File: src/rtl/pipeline_hazard_ctrl.sv
// pipeline_hazard_ctrl
//
// Central stall/flush sequencer for the 5-stage pipeline. It decides every cycle whether
// the pipeline freezes on data-memory backpressure, squashes IF/ID and ID/EX on a taken
// EX-stage branch, or inserts one bubble for a load-use hazard. Outputs are combinational
// from the registered state and the current inputs. Stuck memory is flagged by a sticky bit.
//
// Parameters:
//   BUSY_TIMEOUT  consecutive mem_busy cycles before busy_timeout sets (0 disables)
//   CNT_W         perf counter width (only with PERF_CNT_EN)
//
// Ports:
//   clk, rst                  clock, synchronous active-high reset
//   ex_pc_sel                 taken branch/jump resolved in EX
//   ex_mem_read, ex_rd        EX instruction is a load, and its destination register
//   id_rs1/2, id_use_rs1/2    ID source registers and whether they are read
//   mem_busy                  data memory not ready, freeze everything
//   pc_en, *_en               PC and pipeline-register write enables
//   if_id_flush, id_ex_flush  load NOP / bubble into IF/ID, ID/EX
//   busy_timeout              sticky stuck-memory flag
//   state_o                   0 RUN, 1 LU_STALL, 2 MEM_WAIT, 3 FLUSH
//   perf_stall_cnt/flush_cnt  stall and flush event counters (only with PERF_CNT_EN)
//
// Build option: define PERF_CNT_EN to add the perf counter outputs.

module pipeline_hazard_ctrl #(
  parameter int unsigned BUSY_TIMEOUT = 255,
  parameter int unsigned CNT_W        = 32
) (
  input  logic             clk,
  input  logic             rst,
  input  logic             ex_pc_sel,
  input  logic             ex_mem_read,
  input  logic [4:0]       ex_rd,
  input  logic [4:0]       id_rs1,
  input  logic [4:0]       id_rs2,
  input  logic             id_use_rs1,
  input  logic             id_use_rs2,
  input  logic             mem_busy,
  output logic             pc_en,
  output logic             if_id_en,
  output logic             if_id_flush,
  output logic             id_ex_en,
  output logic             id_ex_flush,
  output logic             ex_mem_en,
  output logic             mem_wb_en,
  output logic             busy_timeout,
  output logic [1:0]       state_o
`ifdef PERF_CNT_EN
  ,
  output logic [CNT_W-1:0] perf_stall_cnt,
  output logic [CNT_W-1:0] perf_flush_cnt
`endif
);

  typedef enum logic [1:0] {
    StRun     = 2'd0,
    StLuStall = 2'd1,
    StMemWait = 2'd2,
    StFlush   = 2'd3
  } state_e;

  localparam int unsigned TimW = (BUSY_TIMEOUT > 0) ? $clog2(BUSY_TIMEOUT + 1) : 1;
  localparam logic [TimW-1:0] TimMax = TimW'(BUSY_TIMEOUT);

  state_e          state_q, state_d;
  logic [TimW-1:0] tmo_cnt_q, tmo_cnt_d;
  logic            busy_timeout_q, busy_timeout_d;
  logic            lu_hit;
  logic            stall_evt;
  logic            flush_evt;

  // x0 is hardwired zero, so a load targeting it never creates a hazard.
  assign lu_hit = ex_mem_read && (ex_rd != 5'd0) &&
                  ((id_use_rs1 && (ex_rd == id_rs1)) || (id_use_rs2 && (ex_rd == id_rs2)));

  always_comb begin
    pc_en       = 1'b1;
    if_id_en    = 1'b1;
    id_ex_en    = 1'b1;
    ex_mem_en   = 1'b1;
    mem_wb_en   = 1'b1;
    if_id_flush = 1'b0;
    id_ex_flush = 1'b0;
    state_d     = StRun;
    stall_evt   = 1'b0;
    flush_evt   = 1'b0;

    if (rst) begin
      pc_en       = 1'b0;
      if_id_en    = 1'b0;
      id_ex_en    = 1'b0;
      ex_mem_en   = 1'b0;
      mem_wb_en   = 1'b0;
      if_id_flush = 1'b1;
      id_ex_flush = 1'b1;
    end else if (mem_busy) begin
      // Freeze; a pending branch or load-use stays in EX/ID and is acted on after release.
      pc_en     = 1'b0;
      if_id_en  = 1'b0;
      id_ex_en  = 1'b0;
      ex_mem_en = 1'b0;
      mem_wb_en = 1'b0;
      state_d   = StMemWait;
      stall_evt = 1'b1;
    end else if (ex_pc_sel && (state_q != StFlush)) begin
      // Branch wins over load-use: the ID instruction is squashed anyway.
      if_id_flush = 1'b1;
      id_ex_flush = 1'b1;
      state_d     = StFlush;
      flush_evt   = 1'b1;
    end else if (lu_hit && (state_q != StLuStall)) begin
      pc_en       = 1'b0;
      if_id_en    = 1'b0;
      id_ex_flush = 1'b1;
      state_d     = StLuStall;
      stall_evt   = 1'b1;
    end
  end

  always_comb begin
    tmo_cnt_d = '0;
    if (mem_busy) begin
      tmo_cnt_d = (tmo_cnt_q != TimMax) ? tmo_cnt_q + TimW'(1) : tmo_cnt_q;
    end
    busy_timeout_d = busy_timeout_q ||
                     ((BUSY_TIMEOUT != 0) && mem_busy && (tmo_cnt_d == TimMax));
  end

  always_ff @(posedge clk) begin
    if (rst) begin
      state_q        <= StRun;
      tmo_cnt_q      <= '0;
      busy_timeout_q <= 1'b0;
    end else begin
      state_q        <= state_d;
      tmo_cnt_q      <= tmo_cnt_d;
      busy_timeout_q <= busy_timeout_d;
    end
  end

  assign busy_timeout = busy_timeout_q;
  assign state_o      = state_q;

`ifdef PERF_CNT_EN
  logic [CNT_W-1:0] perf_stall_q, perf_flush_q;

  always_ff @(posedge clk) begin
    if (rst) begin
      perf_stall_q <= '0;
      perf_flush_q <= '0;
    end else begin
      if (stall_evt) perf_stall_q <= perf_stall_q + CNT_W'(1);
      if (flush_evt) perf_flush_q <= perf_flush_q + CNT_W'(1);
    end
  end

  assign perf_stall_cnt = perf_stall_q;
  assign perf_flush_cnt = perf_flush_q;
`else
  logic unused_evt;
  assign unused_evt = stall_evt ^ flush_evt;
`endif

endmodule
File: config.mk
export PLATFORM = sky130hd
export DESIGN_NAME = pipeline_hazard_ctrl
export DESIGN_NICKNAME = d
export VERILOG_FILES = /design/src/rtl/pipeline_hazard_ctrl.sv
export SDC_FILE = /design/constraint.sdc
export NUM_CORES = 1
export LEC_CHECK = 0
export CAP_MARGIN = 0
export CORE_MARGIN = 5
export CORE_UTILIZATION = 37
export CTS_BUF_LIST = sky130_fd_sc_hd__clkbuf_4 sky130_fd_sc_hd__clkbuf_8 sky130_fd_sc_hd__clkbuf_16
export CTS_CLUSTER_DIAMETER = 50
export DETAILED_ROUTE_END_ITERATION = 8
export PLACE_DENSITY = 0.71
export SYNTH_ARGS = -nofsm -noshare
export SYNTH_HDL_FRONTEND = slang
export SYNTH_SLANG_ARGS = --single-unit
File: constraint.sdc
create_clock -name clk -period 1.9 [get_ports clk]
set_clock_uncertainty 0.1 [all_clocks]
set_input_delay 0.38 -clock clk [delete_from_list [all_inputs] [get_ports clk]]
set_output_delay 0.38 -clock clk [all_outputs]
set_load 0.02 [all_outputs]
**After elaboration in Yosys (flattened, before gate mapping)**

Cells that the tools add are included.

- Register bits after elaboration: 11
- Bits of input ports: 22

- Add/sub/neg operators: 1
- Equality and inequality tests: 6
- Multiplexer cells: 18
- Reductions and logical operators: 11

Operators by type and width:

| kind | number |
|---|---|
| $mux 8 | 2 |
| $mux 1 | 14 |
| $eq 5x5->1 | 2 |
| $add 8x1->8 const B | 1 |
| $eq 8x8->1 const B | 1 |
| $ne 8x8->1 const B | 1 |
| $logic_and 1x1->1 | 7 |
| $reduce_bool 5->1 | 1 |
| $mux 2 | 2 |
| $logic_or 1x1->1 | 2 |
| $ne 2x1->1 const B | 1 |
| $ne 2x2->1 const B | 1 |
| $reduce_or 2->1 | 1 |

**Depth between registers and ports, before layout**

Gate-level depths: netlist of run 1.

- Depth after elaboration: 9
- Mapped depth: 6
- Mapped depth without buffers: 5

**Worst setup path after synthesis of run 1**

OpenSTA, ideal clock, no wires.

- Path kind: input to output
- Start point: input ex_rd[3]
- End point: output pc_en
- Arrival time: 1.600 ns
- Data required time: 1.420 ns
- Slack: -0.180 ns
- Cell stages on the path: 4
- Path through: or4_1 > o221ai_2 > o31a_1 > buf_4

- Longest elaborated chain between the ends: 9
- Elaborated cells between the ends (all ways): 13
- Classes of those cells: 2 x eq/ne; 4 x mux; 7 x reduce/logical

Ends and longest elaborated chain:

| element | line | source |
|---|---|---|
| from (decl) | 34 | `input logic [4:0] ex_rd,` |
| $eq 5x5->1 | 75 | `((id_use_rs1 && (ex_rd == id_rs1)) \|\| (id_use_rs2 && (ex_rd == id_rs2)));` |
| $logic_and 1x1->1 | 75 |  |
| $logic_or 1x1->1 | 75 |  |
| $logic_and 1x1->1 (*) | 74 | `assign lu_hit = ex_mem_read && (ex_rd != 5'd0) &&` |
| $logic_and 1x1->1 (*) | 112 | `end else if (lu_hit && (state_q != StLuStall)) begin` |
| $mux 1 (*) (4 in series) | -- |  |
| to (decl) | 40 | `output logic pc_en,` |

Every way passes the cells marked *; elsewhere a longest branch is shown, timed or not.

**Final worst setup path of run 1**

- Start point: input ex_rd[4]
- End point: output if_id_en

- Longest elaborated chain between the ends: 9
- Elaborated cells between the ends (all ways): 13
- Classes of those cells: 2 x eq/ne; 4 x mux; 7 x reduce/logical

Ends and longest elaborated chain:

| element | line | source |
|---|---|---|
| $eq 5x5->1 | 75 |  |
| $logic_and 1x1->1 | 75 |  |
| $logic_or 1x1->1 | 75 |  |
| $logic_and 1x1->1 (*) | 74 |  |
| $logic_and 1x1->1 (*) | 112 |  |
| $mux 1 (*) | 112 |  |
| $mux 1 (*) | 106 | `end else if (ex_pc_sel && (state_q != StFlush)) begin` |
| $mux 1 (*) | 97 | `end else if (mem_busy) begin` |
| $mux 1 (*) | 89 | `if (rst) begin` |
| to (decl) | 41 | `output logic if_id_en,` |

Marked as above.

==> metrics, run 1 <==
status=finished with violations; failing checks=negative setup slack; Seq cells post-synth=11; critical path depth in cells=6; Final Max Slew Viols=0; Post-Syn Nets=111; Hold Buf Count CTS=0; Worst-path clk slew=60 ps; gr usage total=0.151; peak supply drop=418 uV; worst min path class=register to register; # DRC=0; Ys Warns=0; Post-Syn Area=766 um2; post-synthesis simple-gate area fraction=0.232; xor-xnor portion of the synthesized cell area=0.137; register area share after synthesis=0.288; cells on worst reg2reg path=6; slowest stage delay, CP=300 ps; antenna viol nets, final=0; final setup TNS=-392 ps; Num CTS Buffers=3; kind of end point of the critical path=primary output; fin cells=159; Area Overhead vs Synth=68.6%; I/O pin cnt=32; row count=16; syn avg cell area=8.70 um2; total clock sinks=11; Final Cell Area=0.00129 mm2; area share of the largest cell type after synthesis=0.288; Setup WS post-layout=-139 ps; Vias/cell=5.10; crit path from=ex_rd[4]; total number of vias=811; Buffers on Ports=31; Setup-failing EPs final=3; total power=0.583 mW; CP Capture Point=if_id_en; Syn Inst Count=88; FF-to-FF End=busy_timeout$_SDFF_PP0_; Cells after DPL=154; WP data arrival=1560 ps; predominant post-synthesis flop cell=dfxtp_1; PwrDens=452 mW/mm2; nets@finish=156; EDFF count, synth=0; most frequent cell after synthesis=dfxtp_1; die width=55.5 um; WP buf/inv=2; antenna violations before repair=0; Worst Path Required=1420 ps; multiplexer area fraction after synthesis=0.0458; Rel. slew slack=0.791; initial core utilization=0.390; dpl cell area=0.00120 mm2; R2R Setup Slk=160 ps; CTS tree=built; largest area contributor in the netlist=dfxtp_1; worst skew pair latency=270 ps; Routability Congestion=0.796; share of cells above drive strength 1=0.432; Max stage delay cell, worst path=o31a_1; DRT Pass-1 Iters=4; CP delay by family, top=compound AO/OA/AOI/OAI gates; Crit Path Max Fanout=3; reg2reg start=tmo_cnt_q[0]$_SDFF_PP0_; DRT iter0 DRCs=27; largest net degree at the start of global routing=10; vias in the first global route=840; n_diodes=0; unrepaired setup endpoints after global routing=true; Clock Tree Root=clkbuf_4; fin crit share=1.07; CP Cell Sequence=buf_8 -> xor2_1 -> nor4_2 -> a32oi_2 -> o31a_1 -> buf_6; leakage power=0.544 nW; Synth Area in Compound Gates=0.203; final WL=2280 um; Clock Path Buffers=2; placed wire-length estimate=1830 um; Async SR Flop Fraction=0; first-pass GRT wire length=3800 um; fmax=0.490 GHz; largest family of logic cells by synthesized area=simple AND/OR/NAND/NOR gates; H-tree depth=1; Die Footprint=0.00308 mm2; Post-synth top cells=11 x dfxtp_1, 9 x xor2_1, 6 x nor2_1; max cap viols=0; post-synth cell types=40; Worst Path Class, Setup=input pin to primary output; wire per inst=14.3 um; Startpoint Class=input pin; Final Hold Violating Endpoints=0; Die H=55.5 um; Fillers=173; Adder-Cell Fraction of Synth Area=0.0163; Final min period=2040 ps; actual slew at the worst max-slew pin=310 ps; core area=0.00196 mm2; GRT overflow=0; leading post-synthesis cells by cell area=dfxtp_1 29%, xor2_1 10%, o41ai_2 4.2%, xnor2_1 3.4%, buf_4 2.9%
==> layer usage <==
layer | global-route usage | share of wire
met5 | 0 | 0
met4 | 0.0313 | 0.010
met3 | 0.0490 | 0.044
met2 | 0.285 | 0.56
met1 | 0.161 | 0.39
==> worst min-delay path by stage <==
stage	to	slack [ps]	cells past startpoint	from
final	busy_timeout$_SDFF_PP0_	380	2	busy_timeout$_SDFF_PP0_
after floorplan	state_o[1]$_SDFF_PP0_	350	1	rst
after global routing	busy_timeout$_SDFF_PP0_	410	2	busy_timeout$_SDFF_PP0_
after CTS	busy_timeout$_SDFF_PP0_	380	2	busy_timeout$_SDFF_PP0_
after global placement	busy_timeout$_SDFF_PP0_	350	2	busy_timeout$_SDFF_PP0_
after detailed placement	busy_timeout$_SDFF_PP0_	360	2	busy_timeout$_SDFF_PP0_
==> logic make-up (layout without fill, tap and decap cells) <==
kind of cell             count (synthesis)  count (layout)
XOR/XNOR                                12              12
AND/OR/NAND/NOR                         30              30
multiplexers                             3               3
adder cells (fa/ha/maj)                  1               1
AO/OA/AOI/OAI                           19              19
buffers and inverters                   12              56
flip-flops                              11              11
==> cell usage in the layout, fill, tap and decap left out, types with 2 or more instances in the layout <==
cell type / instances
a31oi_1: 3
nor2_2: 2
xnor2_1: 2
buf_8: 2
nand4_1: 3
buf_2: 5
and2_1: 2
dlymetal6s2s_1: 2
o41ai_2: 2
buf_6: 7
dfxtp_1: 11
buf_4: 17
xor2_1: 6
nor4_2: 2
clkdlybuf4s50_1: 7
nand3_1: 3
nand2_1: 4
clkbuf_4: 4
mux2i_1: 2
dlygate4sd2_1: 3
xor2_2: 3
nor2_1: 5
o21ai_0: 2
inv_1: 5
a21oi_1: 2
clkdlybuf4s15_2: 3
nand2b_1: 3
==> flip-flops by register name, indices dropped and copies added (netlist names) <==
| name | count |
|---|---|
| tmo_cnt_q | 8 |
| state_o | 2 |
| busy_timeout | 1 |
==> per-stage QoR <==
stage,hold WS (ps),util,setup slack [ps]
floorplan,352,-,-129
global placement,352,0.610,-939
finish,385,0.658,-139
global route,406,0.658,-197
CTS,380,0.644,-187
detailed placement,362,0.610,-982
==> report_power, final <==
part	internal (mW)	total, mW	switching (mW)
clock	0.0956	0.169	0.0739
sequential	0.235	0.241	0.00585
combinational	0.0968	0.173	0.0759
==> cell type report <==
| cell class | instances | area [um2] | share of cell area |
|---|---|---|---|
| inverters | 5 | 18.8 | 0.0145 |
| multi-input cells | 65 | 567 | 0.439 |
| clock buffers | 4 | 30.0 | 0.0233 |
| flip-flops and latches | 11 | 220 | 0.171 |
| well taps | 27 | 33.8 | 0.0262 |
| repair buffers | 47 | 422 | 0.327 |
==> tightest hold or removal path, cell delays in order, from the launching register on <==
cell	delay [ps]
dfxtp_1	340
nand2b_1	70
o41ai_2	50
==> repair_timing <==
item | CTS | global route
resized for setup | 91 | 16
buffers inserted | 2 | 0
pin swaps | 15 | 7
endpoints found under the setup margin | 7 | 7
(Power assumes the default switching activity.)
==> run 2, diff against run 1 <==
--- a/config.mk
+++ b/config.mk
@@ -10,6 +10,7 @@
 export CORE_UTILIZATION = 37
 export CTS_BUF_LIST = sky130_fd_sc_hd__clkbuf_4 sky130_fd_sc_hd__clkbuf_8 sky130_fd_sc_hd__clkbuf_16
 export CTS_CLUSTER_DIAMETER = 50
+export CTS_CLUSTER_SIZE = 25
 export DETAILED_ROUTE_END_ITERATION = 8
 export PLACE_DENSITY = 0.71
 export SYNTH_ARGS = -nofsm -noshare
==> results of run 2 <==
The final DEF is identical to that of run 1; final timing and power are the same.
==> run 3, diff against run 2 <==
--- a/config.mk
+++ b/config.mk
@@ -6,10 +6,10 @@
 export NUM_CORES = 1
 export LEC_CHECK = 0
 export CAP_MARGIN = 0
+export CORE_ASPECT_RATIO = 1.25
 export CORE_MARGIN = 5
 export CORE_UTILIZATION = 37
 export CTS_BUF_LIST = sky130_fd_sc_hd__clkbuf_4 sky130_fd_sc_hd__clkbuf_8 sky130_fd_sc_hd__clkbuf_16
-export CTS_CLUSTER_DIAMETER = 50
 export CTS_CLUSTER_SIZE = 25
 export DETAILED_ROUTE_END_ITERATION = 8
 export PLACE_DENSITY = 0.71
==> run 3 against run 2 <==
Compared with the run above: the run still ends with negative setup slack left; final area shrank 2.2%; hold slack worse by 7.1 ps; combinational power is essentially flat; final cell count down 5.0%; via count rose by 0.74%; register-to-register slack lost 40 ps; setup slack got worse by 80 ps; routed wire length decreased by 8.0%; critical path type unchanged; power rose by 0.86%; clock-buffer cell count stayed put; largest cell class unchanged; utilization down 2.1 points; die area grew 0.19%.
==> metrics, run 3 (synthesis gave the netlist of run 1 again) <==
status=finished with violations; failing checks=negative setup slack; nets@finish=155 (-0.64%); DRT iter0 DRCs=18 (-33%); core area=0.00198 mm2 (+1.0%); Worst-path clk slew=70 ps (about the same); Setup-failing EPs final=3 (unchanged); Clock Path Buffers=2 (unchanged); CP delay by family, top=compound AO/OA/AOI/OAI gates; total clock sinks=11 (unchanged); Fillers=178 (+2.9%); row count=18 (+2); Cells after DPL=145 (-5.8%); vias in the first global route=870 (+3.6%); leakage power=0.533 nW (-1.9%); worst min path class=register to register; GRT overflow=0 (unchanged); Routability Congestion=0.788 (-1.0%); Buffers on Ports=31 (unchanged); max cap viols=0 (unchanged); Area Overhead vs Synth=64.9%; met2 wire length=1070 um (-16%); DRT Pass-1 Iters=4 (unchanged); reg2reg start=tmo_cnt_q[0]$_SDFF_PP0_; H-tree depth=1 (unchanged); Startpoint Class=input pin; Final min period=2120 ps (+80.0 ps); crit path from=id_rs1[2]; # DRC=0 (unchanged); placed wire-length estimate=1680 um (-8.2%); Worst Path Required=1420 ps (about the same); slowest stage delay, CP=350 ps (+50 ps); register area=220 um2 (unchanged); Setup WS post-layout=-219 ps (-80.0 ps); commonest non-fill, non-tap cell in the layout=buf_4; fin crit share=1.12 (+0.0421); Vias/cell=5.41 (+6.1%); n_diodes=0 (unchanged); CP Cell Sequence=dlygate4sd2_1 -> xor2_1 -> nor4_2 -> a32oi_2 -> o31a_1 -> buf_6; multi-input logic area=556 um2 (-2.0%); min-delay src=busy_timeout$_SDFF_PP0_; worst hold slack=378 ps (-7.06 ps); first-pass GRT wire length=3650 um (-3.8%); register bank with the most flops=tmo_cnt_q; initial core utilization=0.386 (-0.00394); total power=0.588 mW (+0.86%); WP buf/inv=2 (unchanged); final setup TNS=-624 ps (-232 ps); Hold Buf Count CTS=0 (unchanged); actual slew at the worst max-slew pin=320 ps (+10.4 ps); Num CTS Buffers=3 (unchanged); most frequent cells in the layout=15 x buf_4, 11 x dfxtp_1, 9 x buf_6; final WL=2100 um (-8.0%); Rel. slew slack=0.785 (-0.00655); largest net degree at the start of global routing=10 (unchanged); fmax=0.472 GHz (-3.8%); worst skew pair latency=280 ps (about the same); WL met3=247 um (+140%); CTS tree=built; Clock Tree Root=clkbuf_4; PwrDens=466 mW/mm2 (+3.2%); die width=50.7 um (-8.7%); post-layout util=0.637 (-0.0212); WL met1=748 um (-15%); highest routed metal layer=met4; Max stage delay cell, worst path=o31a_1; fin cells=151 (-5.0%); Crit Path Max Fanout=3 (unchanged); Die H=60.9 um (+9.7%); peak supply drop=256 uV (-39%); Die Footprint=0.00308 mm2 (+0.19%); Final Max Slew Viols=0 (unchanged); Worst Path Class, Setup=input pin to primary output; max reg flops=8 (unchanged); wire per inst=13.9 um (-3.1%); total number of vias=817 (+0.74%); Final Hold Violating Endpoints=0 (unchanged); I/O pin cnt=32 (unchanged); antenna viol nets, final=0 (unchanged); kind of end point of the critical path=primary output; antenna violations before repair=0 (unchanged); WP data arrival=1640 ps (+80 ps); gr usage total=0.154 (+0.00273); share of cells above drive strength 1=0.397 (-0.0349); unrepaired setup endpoints after global routing=true
-- run 3: cell count changes in the layout (fill, tap and decap cells not counted), sizes merged --
cell    delta
clkbuf     -1
-- run 3: repair_timing --
item                       4_1_cts  5_1_grt
setup endpoints to repair        7        7
pin swaps                       11        6
gates resized for setup         91       12
setup buffers                    3        0
-- run 3: per-stage QoR --
step | area (um2) | setup slack [ps]
finish | 1260 | -219
global route | 1260 | -289
CTS | 1240 | -158
detailed placement | 1170 | -1050
global placement | 1170 | -968
floorplan | 785 | -129
-- run 3: cell type report --
type                            instances  share of cell area
Clock buffer                            4              0.0238
Tap cell                               20              0.0198
Inverter                                5              0.0149
Multi-Input combinational cell         65               0.440
Sequential cell                        11               0.174
Timing Repair Buffer                   46               0.327
-- run 3: worst min-delay path, delay by kind of cell (launching register included) --
| kind | cells | cell delay [ps] |
|---|---|---|
| AO/OA/AOI/OAI | 1 | 50 |
| flip-flops | 1 | 330 |
| AND/OR/NAND/NOR | 1 | 70 |
-- run 3: path summary, 6_finish.rpt --
check,to,slack [ps],cells after the start
hold reg to reg,busy_timeout$_SDFF_PP0_,380,2
setup / recovery,if_id_en,-220,6
setup reg to reg,busy_timeout$_SDFF_PP0_,120,5
hold / removal,busy_timeout$_SDFF_PP0_,380,2
-- run 3: report_power, final --
part / internal (mW) / total, mW / switching [mW]
logic: 0.0946 / 0.172 / 0.0773
clock network: 0.0958 / 0.176 / 0.0801
registers: 0.235 / 0.240 / 0.00530
-- run 3: metal layers --
layer | global-route usage | up-vias
li1 | - | 400
met1 | 0.153 | 370
met2 | 0.284 | 42
met3 | 0.0639 | 5
met4 | 0.0547 | 0
met5 | 0 | -
==> edit: new RTL, config.mk and constraints of run 1 <==
The parameter `BUSY_TIMEOUT` goes from 255 to 510.
--- a/src/rtl/pipeline_hazard_ctrl.sv
+++ b/src/rtl/pipeline_hazard_ctrl.sv
@@ -25,5 +25,5 @@
 
 module pipeline_hazard_ctrl #(
-  parameter int unsigned BUSY_TIMEOUT = 255,
+  parameter int unsigned BUSY_TIMEOUT = 510,
   parameter int unsigned CNT_W        = 32
 ) (
Formal check against the unedited RTL: same outputs for any inputs over 10 cycles, from zero or initial values and one cycle with rst high; that may be too few to reach the edited logic, so the function may still have changed.
==> edit against run 1 <==
The run still ends with setup timing left. Worst setup slack worse by 0.058 ns. Routed wire length is 32% higher. Fmax is 2.8% lower. Sequential cell count is 1 higher. Count of clock-buffer cells in the layout stayed put. Synthesized area is 21% higher. Cell area is 18% higher. Critical path depth stayed put. Clock power is 22% higher. Highest routed layer unchanged. First-iteration DRC count is 70% higher. Cell count is 26% higher. Power is 10% higher. Non-clock buffer count is 14 higher.
==> edit: results (changes against run 1) <==
metric,value,unit,change
status,finished with violations,,
DP Cell Count,193,,+25%
r2r setup slk,0.10,ns,-0.06 ns
Final #Nets,196,,+26%
Post-synth top cells,"dfxtp_1 (12), nand2_1 (9), nor2_1 (8), xor2_1 (8)",,
PnR worst setup slack,-0.197,ns,-0.0580 ns
Synth cell types,41,,+2.5%
input/output buffers,31,,unchanged
filler instances,205,,+18%
Post-Synth XOR/XNOR Area,10.4,%,-3.3 points
sequential cell area fraction in the yosys report,25.9,%,-2.9 points
Worst Max-Slew Pin Slew,0.346,ns,+0.0361 ns
GRT Total Usage,17.4,%,+2.3 points
Adder-Cell Fraction of Synth Area,3.77,%,+2.1 points
max incr delay on CP,0.47,ns,+0.17 ns
Post-DP HPWL,2410,microns,+31%
drt wl/cell,14.9,microns,+4.4%
worst ir drop on vdd,0.000508,V,+22%
Vias per Instance,5.34,,+4.7%
Final Setup Violations,3,,unchanged
static leakage,0.000637,uW,+17%
mux contribution to synthesized area,0,%,-4.6 points
synthesized instance count,112,,+27%
worst path arrival time,1.62,ns,+0.06 ns
Vias,1073,,+32%
max FFs per register,9,,+1
Worst-path clk slew,0.08,ns,+0.02 ns
Synth Area in Compound Gates,20.8,%,+0.49 points
placer congestion estimate,0.828,,+4.0%
largest net degree at the start of global routing,11,,+1
vias in the first global route,1060,,+26%
crit path max-delay cell type,clkdlybuf4s50_1,,
share of layout cells above drive strength 1,47.4,%,+4.2 points
drt first-iter violations,46,,+70%
H-tree Lvls,1,,unchanged
first-pass GRT wire length,4760,microns,+25%
Detailed Routing Iterations Pass 1,4,,unchanged
total CTS buffers,3,,unchanged
Post-Syn Nets,136,,+23%
ranking of synthesized cells by area,"dfxtp_1 (26%), xor2_1 (7.5%), a21oi_1 (3.8%), nand2_1 (3.6%), a31oi_1 (3.4%)",,
failing checks,setup timing,,
edit: cell count changes after synthesis, sizes merged, moves of 3 or more:
cell	change
nor2	+3
nor3	+5
nand2	+5
nand2b	-3
a21oi	+4
edit: logic make-up (layout without fill, tap and decap cells):
kind of cell	after synthesis	after routing
and+or+nand+nor	47	47
DFF	12	12
xor gates and xnor gates	11	11
adders and majority gates	3	3
buffers and inverters	13	72
AOI/OAI and AO/OA	26	26
edit: metrics by stage:
| stage | setup TNS [ns] | total power [uW] | setup slack, ns | hold slack (ns) | cell area, sq um |
|---|---|---|---|---|---|
| final | -0.557 | 643 | -0.197 | 0.391 | 1520 |
| after global routing | -0.684 | 674 | -0.243 | 0.422 | 1520 |
| after CTS | -0.701 | 633 | -0.213 | 0.391 | 1440 |
| after detailed placement | -5.16 | 437 | -1.06 | 0.372 | 1430 |
| after global placement | -4.88 | 433 | -0.982 | 0.368 | 1430 |
| after floorplan | -0.0993 | 332 | -0.0993 | 0.352 | 933 |
edit: path summary, 6_finish.rpt:
kind / startpoint / to / cells past startpoint
worst max-delay path: id_rs1[0] / if_id_en / 6
worst min-delay path: busy_timeout / busy_timeout / 1
worst max register to register: tmo_cnt_q[0] / busy_timeout / 6
worst min register to register: busy_timeout / busy_timeout / 1
edit: timing repair:
item,CTS,global route
setup buffers,3,1
cloned,0,0
pin swaps,11,9
gates resized for setup,83,27
endpoints found under the setup margin,8,9
edit: critical path: cells and delay by family:
family,cells,cell delay [ns]
AO/OA/AOI/OAI,2,0.29
XOR/XNOR,1,0.12
buffers and inverters,2,0.60
AND/OR/NAND/NOR,1,0.23
edit: area by class of cell:
cell class / count / area, sq um / area share, %
flip-flops and latches: 12 / 243 / 16.0
repair buffers: 61 / 504 / 33.2
clock buffers: 4 / 36.3 / 2.39
multi-input cells: 87 / 673 / 44.3
inverters: 7 / 26.3 / 1.73
well taps: 30 / 37.5 / 2.47
edit: where the power goes:
group | internal [uW] | total [uW] | switching, uW
Clock | 117 | 207 | 90.2
Sequential | 256 | 260 | 4.02
Combinational | 98.2 | 176 | 77.8
edit: metal layers:
layer / global-route usage, % / routed length, microns / vias to the layer above / share of wire (%)
li1: - / - / 533 / -
met1: 20.5 / 1300 / 501 / 43
met2: 30.1 / 1550 / 31 / 52
met3: 1.51 / 79 / 8 / 2.6
met4: 10.8 / 72 / 0 / 2.4
met5: 0 / 0 / - / 0
